`src/rtl/sub_frame_ctrl.sv`:
```
// sub_frame_ctrl: frame sequencer for the subtraction datapath.
// Accepts FRAME_LEN samples, writes them with 1-cycle registered latency,
// pulses refresh after the last write, waits for the datapath result,
// then captures it and counts the completed frame.
module sub_frame_ctrl #(
    parameter int FRAME_LEN  = 18001,
    parameter int RESULT_LAT = 2
) (
    input  logic        clk_200M,
    input  logic        rst_200M,
    input  logic        i_start,
    input  logic        i_cont,
    input  logic        i_abort,
    input  logic        i_vld,
    input  logic [39:0] i_data,
    output logic        o_rdy,
    output logic [14:0] o_rec_addr,
    output logic        o_rec_ce,
    output logic        o_rec_we,
    output logic [39:0] o_rec_d,
    output logic        o_refresh,
    input  logic [25:0] i_sum_traction,
    output logic [25:0] o_sum,
    output logic        o_sum_vld,
    output logic        o_busy,
    output logic [15:0] o_frame_cnt
);

    localparam logic [14:0] LAST_IDX = 15'(FRAME_LEN - 1);
    localparam logic [3:0]  WAIT_END = 4'(RESULT_LAT);

    typedef enum logic [2:0] {
        ST_IDLE,
        ST_STREAM,
        ST_REFRESH,
        ST_WAIT,
        ST_REPORT
    } state_t;

    state_t      state_reg;
    logic [14:0] idx_reg;
    logic [3:0]  wait_cnt_reg;
    logic [14:0] rec_addr_reg;
    logic        rec_ce_reg;
    logic        rec_we_reg;
    logic        refresh_reg;
    logic [25:0] sum_reg;
    logic        sum_vld_reg;
    logic [15:0] frame_cnt_reg;
    logic        wr_en;

    // A sample is written only when accepted and not abandoned the same cycle.
    assign wr_en = i_vld && (state_reg == ST_STREAM) && !i_abort;

    // Per-lane data register: loads on a write, holds otherwise.
    genvar gi;
    generate
        for (gi = 0; gi < 5; gi++) begin : g_lane
            logic [7:0] lane_reg;
            // Capture this 8-bit lane of the accepted sample.
            always_ff @(posedge clk_200M) begin
                if (rst_200M) begin
                    lane_reg <= '0;
                end else if (wr_en) begin
                    lane_reg <= i_data[gi*8 +: 8];
                end
            end
            assign o_rec_d[gi*8 +: 8] = lane_reg;
        end
    endgenerate

    // Frame sequencing FSM with registered datapath/result outputs.
    always_ff @(posedge clk_200M) begin
        if (rst_200M) begin
            state_reg     <= ST_IDLE;
            idx_reg       <= '0;
            wait_cnt_reg  <= '0;
            rec_addr_reg  <= '0;
            rec_ce_reg    <= 1'b0;
            rec_we_reg    <= 1'b0;
            refresh_reg   <= 1'b0;
            sum_reg       <= '0;
            sum_vld_reg   <= 1'b0;
            frame_cnt_reg <= '0;
        end else begin
            // Pulse outputs default low; address and sum hold.
            rec_ce_reg  <= 1'b0;
            rec_we_reg  <= 1'b0;
            refresh_reg <= 1'b0;
            sum_vld_reg <= 1'b0;
            if (i_abort) begin
                // Abort beats everything, including a start in IDLE.
                state_reg <= ST_IDLE;
            end else begin
                case (state_reg)
                    ST_IDLE: begin
                        if (i_start) begin
                            state_reg <= ST_STREAM;
                            idx_reg   <= '0;
                        end
                    end
                    ST_STREAM: begin
                        if (i_vld) begin
                            rec_ce_reg   <= 1'b1;
                            rec_we_reg   <= 1'b1;
                            rec_addr_reg <= idx_reg;
                            if (idx_reg == LAST_IDX) begin
                                state_reg <= ST_REFRESH;
                            end else begin
                                idx_reg <= idx_reg + 15'd1;
                            end
                        end
                    end
                    ST_REFRESH: begin
                        // Refresh lands one cycle after the final write pulse.
                        refresh_reg  <= 1'b1;
                        wait_cnt_reg <= '0;
                        state_reg    <= ST_WAIT;
                    end
                    ST_WAIT: begin
                        if (wait_cnt_reg == WAIT_END) begin
                            state_reg <= ST_REPORT;
                        end else begin
                            wait_cnt_reg <= wait_cnt_reg + 4'd1;
                        end
                    end
                    ST_REPORT: begin
                        sum_reg       <= i_sum_traction;
                        sum_vld_reg   <= 1'b1;
                        frame_cnt_reg <= frame_cnt_reg + 16'd1;
                        if (i_cont) begin
                            state_reg <= ST_STREAM;
                            idx_reg   <= '0;
                        end else begin
                            state_reg <= ST_IDLE;
                        end
                    end
                    default: state_reg <= ST_IDLE;
                endcase
            end
        end
    end

    assign o_rdy       = (state_reg == ST_STREAM);
    assign o_busy      = (state_reg != ST_IDLE);
    assign o_rec_addr  = rec_addr_reg;
    assign o_rec_ce    = rec_ce_reg;
    assign o_rec_we    = rec_we_reg;
    assign o_refresh   = refresh_reg;
    assign o_sum       = sum_reg;
    assign o_sum_vld   = sum_vld_reg;
    assign o_frame_cnt = frame_cnt_reg;

endmodule

```
`config.mk`:
```
export PLATFORM = sky130hd
export DESIGN_NAME = sub_frame_ctrl
export DESIGN_NICKNAME = d
export VERILOG_FILES = /design/src/rtl/sub_frame_ctrl.sv
export SDC_FILE = /design/constraint.sdc
export NUM_CORES = 1
export LEC_CHECK = 0
export ABC_AREA = 1
export BUFFER_PORTS_ARGS = -buffer_cell sky130_fd_sc_hd__buf_2
export CORE_UTILIZATION = 50
export CTS_CLUSTER_SIZE = 14
export DETAILED_ROUTE_END_ITERATION = 16
export HOLD_SLACK_MARGIN = 0.08
export PLACE_DENSITY_LB_ADDON = 0.08
export REMOVE_ABC_BUFFERS = 1
export SYNTH_ARGS = -nofsm -noshare
export SYNTH_HDL_FRONTEND = slang
export SYNTH_SLANG_ARGS = --single-unit
```
`constraint.sdc`:
```
create_clock -name clk_200M -period 2 [get_ports clk_200M]
set_input_delay 0.2 -clock clk_200M [delete_from_list [all_inputs] [get_ports clk_200M]]
set_output_delay 0.2 -clock clk_200M [all_outputs]
set_load 0.05 [all_outputs]
```
# Word-level counts from Yosys, hierarchy flattened
# Index checks and enable logic that the tools add are counted.
[totals]
ff_bits = 122
elab_cells = 62
[op_classes]
addsub = 3
n_eq_ne = 13
muxes = 16
n_bitwise = 2
reduce_logical = 14
[op_table]
columns = ["cell", "n"]
rows = [
  ["$mux 15", 4],
  ["$pmux 15 s3", 1],
  ["$add 16x1->16 const B", 1],
  ["$add 15x1->15 const B", 1],
  ["$eq 15x15->1 const B", 1],
  ["$pmux 3 s5", 1],
  ["$mux 3", 4],
  ["$ne 2x2->1 const B", 6],
  ["$pmux 4 s2", 1],
  ["$eq 3x2->1 const B", 2],
  ["$reduce_and 3->1", 2],
  ["$reduce_and 6->1", 1],
  ["$reduce_bool 3->1", 2],
  ["$add 4x1->4 const B", 1],
  ["$eq 4x2->1 const B", 1],
  ["$mux 1", 4],
  ["$mux 4", 1],
  ["$reduce_and 4->1", 1],
  ["$eq 3x1->1 const B", 1],
  ["$eq 3x3->1 const B", 1],
  ["$logic_not 3->1", 1],
  ["$reduce_or 3->1", 1],
  ["$logic_and 1x1->1", 2],
  ["$ne 2x1->1 const B", 1],
  ["5 further kinds", 6],
]

# Longest topological paths before layout
# Gate-level depths: netlist (run 1).
[depth]
word_depth = 4
ltp_mapped = 12
mapped_depth_nobuf = 11

# Worst setup path after synthesis (run 1)
# OpenSTA, ideal clock, no wires.
[synth_path]
kind = "reg2reg"
start = "register frame_cnt_reg[1], in the netlist o_frame_cnt[1]"
end = "register frame_cnt_reg[10], in the netlist o_frame_cnt[10]"
setup_time_ns = 0.116
arrival_ns = 1.791
slack_ns = 0.093
stages_incl_launch_ff = 9
path_buffers = 0
synth_period_minus_slack_ns = 1.907
cell_sequence = "dfxtp_1 -> ha_1 -> nand2_1 -> nor2_1 -> nand2_1 -> nor3_1 -> nand2_1 -> o21ai_0 -> nor2_1"
[synth_via]
elab_chain_len = 1
[synth_rtl]
columns = ["item", "line", "text"]
rows = [
  ["start, declared", "49", "logic [15:0] frame_cnt_reg;"],
  ["start signal, assigned", "130", "frame_cnt_reg <= frame_cnt_reg + 16'd1;"],
  ["$add 16x1->16", "130", ""],
]
# Every way passes these cells.
# A chain may end at the register's enable or synchronous reset.

# Final worst setup path (run 1)
[layout_path]
start = "register state_reg[2]"
end = "output port o_rdy"
[layout_via]
elab_chain_len = 1
[layout_rtl]
columns = ["item", "line", "text"]
rows = [
  ["start, declared", "40", "state_t state_reg;"],
  ["start signal, assigned", "75", "state_reg <= ST_IDLE;"],
  ["start signal, assigned", "93", "state_reg <= ST_IDLE;"],
  ["start signal, assigned", "98", "state_reg <= ST_STREAM;"],
  ["$eq 3x1->1", "144", "assign o_rdy = (state_reg == ST_STREAM);"],
  ["end, declared", "16", "output logic o_rdy,"],
]
# Every way passes these cells.

==> results.md, run 1 <==
* Most common cell in the netlist: nand2_1
* Total track usage at 27.6%
* Fraction of registers with async set or reset after synthesis at 0%
* Vias in the first global route at 5329
* Setup ws final at 0.113 ns
* WP data required at 1.80 ns
* Most frequent cells after synthesis: 163 x nand2_1, 139 x nor2_1, 122 x dfxtp_1
* P_leak at 3.33 nW
* RD Place Congestion at 0.821
* Drt total wl at 14800 um
* Fin crit period at 1.89 ns
* Syn Inst Count at 724
* Layer with the highest usage: met2
* Yosys warning count at 0
* Hold Vio Cnt, Final at 0
* Die width at 104 um
* Max-cap violations at 0
* Dominant cell type by area after synthesis: dfxtp_1
* Die Height at 104 um
* Num CTS Buffers at 17
* Detailed Route Iter0 Violations at 268
* Critical R2R Capture: o_sum[23]
* Post-DP HPWL at 9170 um
* Pwr/cell area at 828 nW/um^2
* Starting Density at 52.2%
* Placed cells at 1008
* Crit Path Class: register to output port
* Number of flip-flops in the largest register at 40
* Met3 usage at 7.11%
* Row cnt at 36
* #FFs+latches synth at 122
* Initial antenna violation count at 0
* Clock Tree Buf Depth at 2
* Min-delay src: i_start
* Yosys top cell area share at 47.4%
* Fin nets at 1038
* Number of top-level pins at 175
* Slew at the pin with the worst max-slew slack at 0.494 ns
* Top post-synthesis cells by area: dfxtp_1 47%, nand2_1 12%, nor2_1 10%, o21ai_0 7.1%, a21oi_1 5.7%
* Largest fanout on the critical path at 8
* First-pass GRT wire length at 24100 um
* Clock Skews at 0.00628 ns
* Clock latency on the worst-skew pair at 0.51 ns
* Max-slew headroom at 66.9%
* Maximum vdd drop at 0.000525 V
* Filler cell count at 755
* Routed Antenna Nets at 0
* DRC at 0
* Final std cells w/o fill at 1107
* Number of H-tree levels at 4
* Met1 GRT Util at 30.9%
* Final period util at 94.3%
* Ant. Diodes at 0
* Share of layout cells above drive strength 1 at 23.9%
* Die ar. at 10700 um^2
* Routed len/inst at 13.3 um
* Post-Place Worst Slack at 0.224 ns
* Status: completed
* Yosys cell types at 31
* Met2 Use GR at 49.2%
* Max-slew violation count at 0
* WP data arrival at 1.69 ns
* RSZ-0062 raised after global routing: no
* Synth Flop Type: dfxtp_1
* R2r setup slk at 0.25 ns
* CTS tree: yes
* Critical path startpoint: state_reg[2]
* Clk root buf: clkbuf_8
* Syn Std Cell Area at 5150 um^2
* Pre-antenna DRT Iters at 5
* Area grow syn2layout at 43.8%
* Worst hold path class: input port to register
* Port buffer count at 174
* Final setup fails at 0
* CP endpoint: o_rdy
* Via Count at 5524
* FMAX at 0.530 GHz
* Avg Inst Size Synth at 7.12 um^2
* Worst Reg2Reg Path Length in Cells at 6
* GRT Residual Overflow at 0
* Core Area at 9860 um^2
* Largest net degree at the start of global routing at 70
* Sequential element share of the synthesized area at 47.4%
* Via-to-Cell Ratio at 4.99
* Post-synth EDFFs at 0
* Critical Path Sink Type: output port
* Startpoint types: register
* Clk slew on worst S/H paths at 0.06 ns
* # clock sinks at 122
* Reg-to-Reg Start: state_reg[0]
## cells by family (layout without fill, tap and decap cells)
group           after synthesis  count (layout)  synth area share [%]
compound gates              139             139                  14.1
fa+ha+maj                     5               5                  1.21
buf+inv                      94             344                  8.26
flops                       122             122                  47.4
simple gates                364             364                  29.0
## area by class of cell
type | instances | area [um^2] | share of cell area [%]
flip-flops and latches | 122 | 2440 | 33.0
multi-input cells | 508 | 2290 | 30.9
repair buffers | 253 | 1670 | 22.5
clock buffers | 20 | 445 | 6.01
inverters | 59 | 226 | 3.06
clock inverters | 12 | 171 | 2.31
well taps | 133 | 166 | 2.25
## critical path, stage by stage (launching register included)
cell     delay (ns)
dfxtp_1        0.38
nor2_2         0.25
nand2_4        0.14
inv_4          0.14
buf_2          0.28
## worst min-delay path by stage
| stage | endpoint | slack (ns) | cells past startpoint |
|---|---|---|---|
| after floorplan | idx_reg[5] | 0.26 | 1 |
| after global placement | g_lane[2].lane_reg[4] | 0.45 | 3 |
| after detailed placement | o_sum[13] | 0.45 | 2 |
| after CTS | idx_reg[5] | 0.12 | 3 |
| after global routing | idx_reg[5] | 0.15 | 3 |
| final | state_reg[0] | 0.14 | 6 |
## layer usage
| layer | part of all wire, % | routed length [um] | up-vias |
|---|---|---|---|
| li1 | - | - | 2789 |
| met1 | 41 | 6030 | 2489 |
| met2 | 50 | 7390 | 213 |
| met3 | 6.5 | 958 | 33 |
| met4 | 2.6 | 380 | 0 |
| met5 | 0 | 0 | - |
## through the flow
step / total power, mW / hold WS [ns] / utilization, % / area [um^2] / setup TNS [ns]
2_1_floorplan: 2.75 / 0.262 / - / 4950 / -10.32
3_3_place_gp: 2.91 / 0.449 / 62.0 / 6120 / 0
3_5_place_dp: 2.92 / 0.454 / 62.0 / 6120 / 0
4_1_cts: 6.16 / 0.124 / 75.1 / 7410 / 0
5_1_grt: 6.35 / 0.147 / 75.1 / 7410 / 0
6_report: 6.13 / 0.142 / 75.1 / 7410 / 0
## where the power goes
group,total (mW),switching [mW],internal (mW)
Clock,3.15,1.07,2.08
Combinational,0.501,0.291,0.210
Sequential,2.48,0.0168,2.46
Total,6.13,1.38,4.75
## what timing repair did
action / 4_1_cts / 5_1_grt
hold buffers: 67 / 0
endpoints found under the hold margin: 70 / 0
gates resized for setup: 0 / 1
buffers inserted: 0 / 0
setup endpoints to repair: 0 / 1
## cell usage in the layout, fill, tap and decap left out, types with 2 or more instances in the layout
cell type,netlist,layout
dfxtp_1,122,122
a21oi_1,59,59
nor3_1,8,7
clkinv_2,0,4
clkbuf_16,0,16
clkinvlp_4,0,3
nand2_1,163,163
buf_2,6,174
nand3_1,34,34
dlygate4sd3_1,0,67
nor2_2,4,4
inv_1,56,56
nand4_1,6,6
o21ai_0,73,73
buf_4,7,9
ha_1,5,5
nor3b_1,3,3
inv_4,2,2
nand3b_1,2,2
bufinv_16,0,4
a21oi_2,2,2
buf_12,0,3
nor2_1,139,139
clkbuf_8,0,3
(Power assumes the default switching activity.)
==> run 2, diff against run 1 <==
Settings changed: CORE_ASPECT_RATIO from default to 0.6, CTS_CLUSTER_SIZE 14 to 40.
==> run 2 against run 1 <==
Net effect:
- cell count stayed put
- first-iteration DRC count increased by 43%
- global-route usage increased by 1.2 points
- largest cell class unchanged
- total power is 2.0% higher
- via count is 2.1% higher
- clock power is 4% higher
==> results.md, run 2 (synthesis results as in run 1) <==
* Status: completed
* Drt total wl at 15100 um (+2.5%)
* P_leak at 3.33 nW (about the same)
* Total Neg Setup Slack at 0 ns (unchanged)
* WP data arrival at 2.14 ns (+0.45 ns)
* Die Height at 80.6 um (-22%)
* RSZ-0062 raised after global routing: no
* Port buffer count at 174 (unchanged)
* Filler cell count at 773 (+2.4%)
* Row cnt at 28 (-22%)
* Clock Tree Buf Depth at 2 (unchanged)
* CTS tree: yes
* Startpoint types: register
* Routed Antenna Nets at 0 (unchanged)
* Crit Path Class: register to register
* Max-cap violations at 0 (unchanged)
* Num CTS Buffers at 17 (unchanged)
* Share of layout cells above drive strength 1 at 24.5% (+0.56 points)
* Clock latency on the worst-skew pair at 0.41 ns (-0.10 ns)
* CP Depth at 6 (+2)
* Core Area at 9950 um^2 (+0.86%)
* Fin nets at 1036 (-0.19%)
* Slowest stage cell, crit path: dfxtp_1
* Maximum vdd drop at 0.000676 V (+29%)
* Worst path max stage delay at 0.38 ns (about the same)
* Setup ws final at 0.183 ns (+0.0697 ns)
* Hold Vio Cnt, Final at 0 (unchanged)
* Final std cells w/o fill at 1107 (unchanged)
* Finished Core Util at 74.1% (-1.1 points)
* Hold-critical path depth at 3 (-3)
* Post-DP HPWL at 9930 um (+8.2%)
* Vias in the first global route at 5243 (-1.6%)
* Max-slew headroom at 69.5% (+2.6 points)
* Worst hold path class: input port to register
* Post-DP Area at 6110 um^2 (about the same)
* Most frequent cells in the layout: 174 x buf_2, 163 x nand2_1, 139 x nor2_1, 122 x dfxtp_1, 73 x o21ai_0
* Slew at the pin with the worst max-slew slack at 0.456 ns (-0.0385 ns)
* Die width at 133 um (+29%)
* Final setup fails at 0 (unchanged)
* Clock Skews at 0.0106 ns (+0.00435 ns)
* Largest fanout on the critical path at 22 (+14)
* GRT Residual Overflow at 0 (unchanged)
* Number of H-tree levels at 4 (unchanged)
* Ant. Diodes at 0 (unchanged)
* Postcts setup bufs at 0 (unchanged)
* RD Place Congestion at 0.859 (+4.7%)
* Worst Reg2Reg Path Length in Cells at 6 (unchanged)
* Fin crit period at 1.82 ns (-0.0697 ns)
* Clk root buf: clkbuf_16
* WP data required at 2.32 ns (+0.52 ns)
* Clk slew on worst S/H paths at 0.06 ns (about the same)
* Number of flip-flops in the largest register at 40 (unchanged)
* First-pass GRT wire length at 24400 um (+1.2%)
* Area grow syn2layout at 43.0%
* Via Count at 5642 (+2.1%)
* Number of top-level pins at 175 (unchanged)
* Starting Density at 51.8% (-0.45 points)
* Post-route cell area at 7370 um^2 (-0.57%)
* CP delay by family, top: simple AND/OR/NAND/NOR gates
* Total power at 6.26 mW (+2.0%)
* Die ar. at 10700 um^2 (+0.13%)
* Hold Slack at 0.0901 ns (-0.0522 ns)
* Max-slew violation count at 0 (unchanged)
* Commonest non-fill, non-tap cell in the layout: buf_2
* FMAX at 0.550 GHz (+3.8%)
* Post-Place Worst Slack at 0.246 ns (+0.0222 ns)
* DRC at 0 (unchanged)
* Pwr/cell area at 849 nW/um^2 (+2.6%)
* # clock sinks at 122 (unchanged)
* Via-to-Cell Ratio at 5.10 (+2.1%)
* Detailed Route Iter0 Violations at 383 (+43%)
* Critical Path Sink Type: register
* Crit-path cells: nor2_1 -> nand3_1 -> inv_1 -> buf_4 -> nand2_1 -> a21oi_1
* Placed cells at 1014 (+0.60%)
* Routed len/inst at 13.7 um (+2.5%)
* Initial antenna violation count at 0 (unchanged)
* Final period util at 90.9% (-3.5 points)
* Total track usage at 28.8% (+1.2 points)
* Pre-antenna DRT Iters at 6 (+1)
* Largest net degree at the start of global routing at 43 (-39%)
* Buf+Inv Stages, Crit Path at 2 (unchanged)
run 2: final cells by class:
| class | instances | area [um^2] | share of cell area, % |
|---|---|---|---|
| clock buffer | 17 | 425 | 5.77 |
| clock inverter | 15 | 214 | 2.90 |
| inverter | 59 | 226 | 3.07 |
| multi-input combinational | 508 | 2290 | 31.1 |
| sequential | 122 | 2440 | 33.1 |
| tap | 135 | 169 | 2.29 |
| timing repair buffer | 251 | 1600 | 21.7 |
run 2: worst paths after layout:
kind         slack [ns]                    end          from
max                0.18              o_sum[24]  state_reg[0]
min                0.09  g_lane[2].lane_reg[1]    i_data[17]
max reg2reg        0.18              o_sum[24]  state_reg[0]
min reg2reg        0.46               o_sum[9]      o_sum[9]
run 2: power breakdown:
group	switching (mW)	total (mW)	internal, mW
Combinational	0.288	0.487	0.199
Clock	1.18	3.29	2.11
Sequential	0.0178	2.48	2.46
Total	1.48	6.26	4.77
run 2: worst register-to-register path: stages, from the launching register on:
cell	delay (ns)
dfxtp_1	0.38
nor2_1	0.17
nand3_1	0.32
inv_1	0.27
buf_4	0.29
nand2_1	0.10
a21oi_1	0.20
run 2: timing repair:
item / 4_1_cts / 5_1_grt
endpoints found under the hold margin: 61 / 0
resized for setup: 0 / 1
hold buffers: 61 / 0
setup endpoints to repair: 0 / 1
run 2: per-layer routing:
metal	share of wire [%]	up-vias	track usage, %
li1	-	2794	-
met1	45	2597	35.7
met2	46	228	48.6
met3	7.5	23	7.01
met4	1.3	0	10.7
met5	0	-	0
==> run 3, diff against run 2 <==
Settings changed: PLACE_DENSITY from default to 0.79, PLACE_DENSITY_LB_ADDON 0.08 to default.
==> run 3 against run 2 <==
Net effect:
- core utilization hardly changed
- global-route usage fell by 0.080 points
- die area is the same
- cell count grew 0.18%
- clock skew down 0.0020 ns
- combinational power grew 3%
- routed wire length grew 1.1%
- largest power group unchanged
- highest routed layer unchanged
==> results.md, run 3 (synthesis results as in run 1) <==
* Largest fanout on the critical path at 7 (-68%)
* Internal Power at 4.54 mW (-5.0%)
* GRT Residual Overflow at 0 (unchanged)
* RD Place Congestion at 0.916 (+6.6%)
* Hold Vio Cnt, Final at 0 (unchanged)
* Max-slew headroom at 60.0% (-9.5 points)
* Largest net degree at the start of global routing at 48 (+12%)
* Clk slew on worst S/H paths at 0.05 ns (about the same)
* Clk root buf: clkbuf_16
* RSZ-0062 raised after global routing: no
* Sw frac at 23.9% (+0.19 points)
* Critical R2R Capture: idx_reg[8]
* Clock Tree Buf Depth at 2 (unchanged)
* Max-cap violations at 0 (unchanged)
* Die Height at 80.6 um (unchanged)
* Clock Skews at 0.00858 ns (-0.00205 ns)
* CTS tree: yes
* Total track usage at 28.7% (-0.080 points)
* Hold endpoint: g_lane[3].lane_reg[0]
* R2r setup slk at 0.22 ns (+0.03 ns)
* # clock sinks at 122 (unchanged)
* Detailed Route Iter0 Violations at 342 (-11%)
* Placed cells at 1015 (+0.099%)
* Initial antenna violation count at 0 (unchanged)
* Number of flip-flops in the largest register at 40 (unchanged)
* Worst hold path class: input port to register
* Vias in the first global route at 5118 (-2.4%)
* Comb power frac at 8.4% (+0.6 points)
* Maximum vdd drop at 0.000583 V (-14%)
* P_leak at 3.32 nW (-0.43%)
* Psw at 1.43 mW (-4.0%)
* Die ar. at 10700 um^2 (unchanged)
* Routed Antenna Nets at 0 (unchanged)
* Final setup fails at 0 (unchanged)
* Pre-antenna DRT Iters at 5 (-1)
* Max-slew violation count at 0 (unchanged)
* Hold Slack at 0.0953 ns (+0.00514 ns)
* WP data arrival at 2.09 ns (-0.05 ns)
* Hold-critical path depth at 3 (unchanged)
* Final std cells w/o fill at 1109 (+0.18%)
* Share of layout cells above drive strength 1 at 24.5% (+0.052 points)
* Drt total wl at 15300 um (+1.1%)
* Core Area at 9950 um^2 (unchanged)
* Crit Path Class: register to register
* Die width at 133 um (unchanged)
* Status: completed
* Fin nets at 1038 (+0.19%)
* FMAX at 0.561 GHz (+1.9%)
* Filler cell count at 748 (-3.2%)
* Post-DP Area at 6160 um^2 (+0.74%)
* Clock latency on the worst-skew pair at 0.41 ns (about the same)
* Post-DP HPWL at 9130 um (-8.0%)
* Worst Reg2Reg Path Length in Cells at 8 (+2)
* Slew at the pin with the worst max-slew slack at 0.599 ns (+0.144 ns)
* Via-to-Cell Ratio at 5.06 (-0.64%)
* Number of H-tree levels at 4 (unchanged)
* Commonest non-fill, non-tap cell in the layout: buf_2
* Pwr/cell area at 809 nW/um^2 (-4.8%)
* Critical path startpoint: idx_reg[1]
* Starting Density at 51.8% (unchanged)
* Routed len/inst at 13.8 um (+0.90%)
* Reg-to-Reg Start: idx_reg[1]
* Final period util at 89.1% (-1.7 points)
* Area grow syn2layout at 43.1% (about the same)
* First-pass GRT wire length at 23900 um (-1.8%)
* Critical Path Sink Type: register
* Most frequent cells in the layout: 174 x buf_2, 163 x nand2_1, 139 x nor2_1, 122 x dfxtp_1, 73 x o21ai_0
* Reg power frac at 41.6% (+2.0 points)
* Fin crit period at 1.78 ns (-0.0344 ns)
* WP data required at 2.31 ns (about the same)
* Ant. Diodes at 0 (unchanged)
* Post-route cell area at 7370 um^2 (about the same)
* Num CTS Buffers at 17 (unchanged)
* Number of top-level pins at 175 (unchanged)
* DRC at 0 (unchanged)
* Clock power share at 50.0% (-2.6 points)
* Row cnt at 28 (unchanged)
* Postcts setup bufs at 0 (unchanged)
* Port buffer count at 174 (unchanged)
* Startpoint types: register
* Min-delay src: i_data[24]
* Via Count at 5616 (-0.46%)
-- run 3: cell type report --
class                           instances  area, um^2  share of cell area [%]
Timing Repair Buffer                  253        1660                    22.5
Multi-Input combinational cell        508        2290                    31.1
Tap cell                              135         169                    2.29
Sequential cell                       122        2440                    33.1
Clock buffer                           18         439                    5.96
Clock inverter                         14         148                    2.00
Inverter                               59         226                    3.07
-- run 3: stage by stage --
stage | power, mW | utilization [%] | setup WS [ns] | setup TNS (ns)
2_1_floorplan | 2.75 | - | -0.409 | -10.32
3_3_place_gp | 2.92 | 61.9 | 0.320 | 0
3_5_place_dp | 2.92 | 61.9 | 0.319 | 0
4_1_cts | 5.99 | 74.0 | 0.213 | 0
5_1_grt | 6.16 | 74.1 | 0.0405 | 0
6_report | 5.96 | 74.1 | 0.217 | 0
-- run 3: per-layer routing --
layer	share of wire, %	global-route usage (%)
met5	0	0
met4	2.7	15.3
met3	8.9	9.41
met2	44	44.8
met1	44	35.4
-- run 3: power groups by stage --
stage | clock network, mW | registers (mW) | logic [mW]
after detailed placement | 0 | 2.53 | 0.393
final | 2.98 | 2.48 | 0.500
after global routing | 3.14 | 2.48 | 0.536
after CTS | 3.03 | 2.48 | 0.488
after global placement | 0 | 2.53 | 0.392
after floorplan | 0 | 2.63 | 0.122
-- run 3: what timing repair did --
| action | CTS | global route |
|---|---|---|
| resized for setup | 0 | 1 |
| endpoints found under the hold margin | 62 | 0 |
| hold buffers | 62 | 0 |
| endpoints found under the setup margin | 0 | 2 |
-- run 3: how the worst max path moves through the flow --
stage	endpoint	cells past startpoint
6_report	idx_reg[8]	8
5_1_grt	idx_reg[14]	10
4_1_cts	o_rdy	4
3_5_place_dp	o_rec_addr[9]	8
3_3_place_gp	o_rec_addr[4]	8
2_1_floorplan	o_frame_cnt[2]	5
-- run 3: worst max-delay path, cell delays in order, from the launching register on --
cell	delay, ns
dfxtp_1	0.40
ha_1	0.21
nand3_1	0.15
nor2_1	0.37
nand2_1	0.14
o21ai_0	0.21
nand3_1	0.09
nand2_1	0.07
nor2_1	0.04
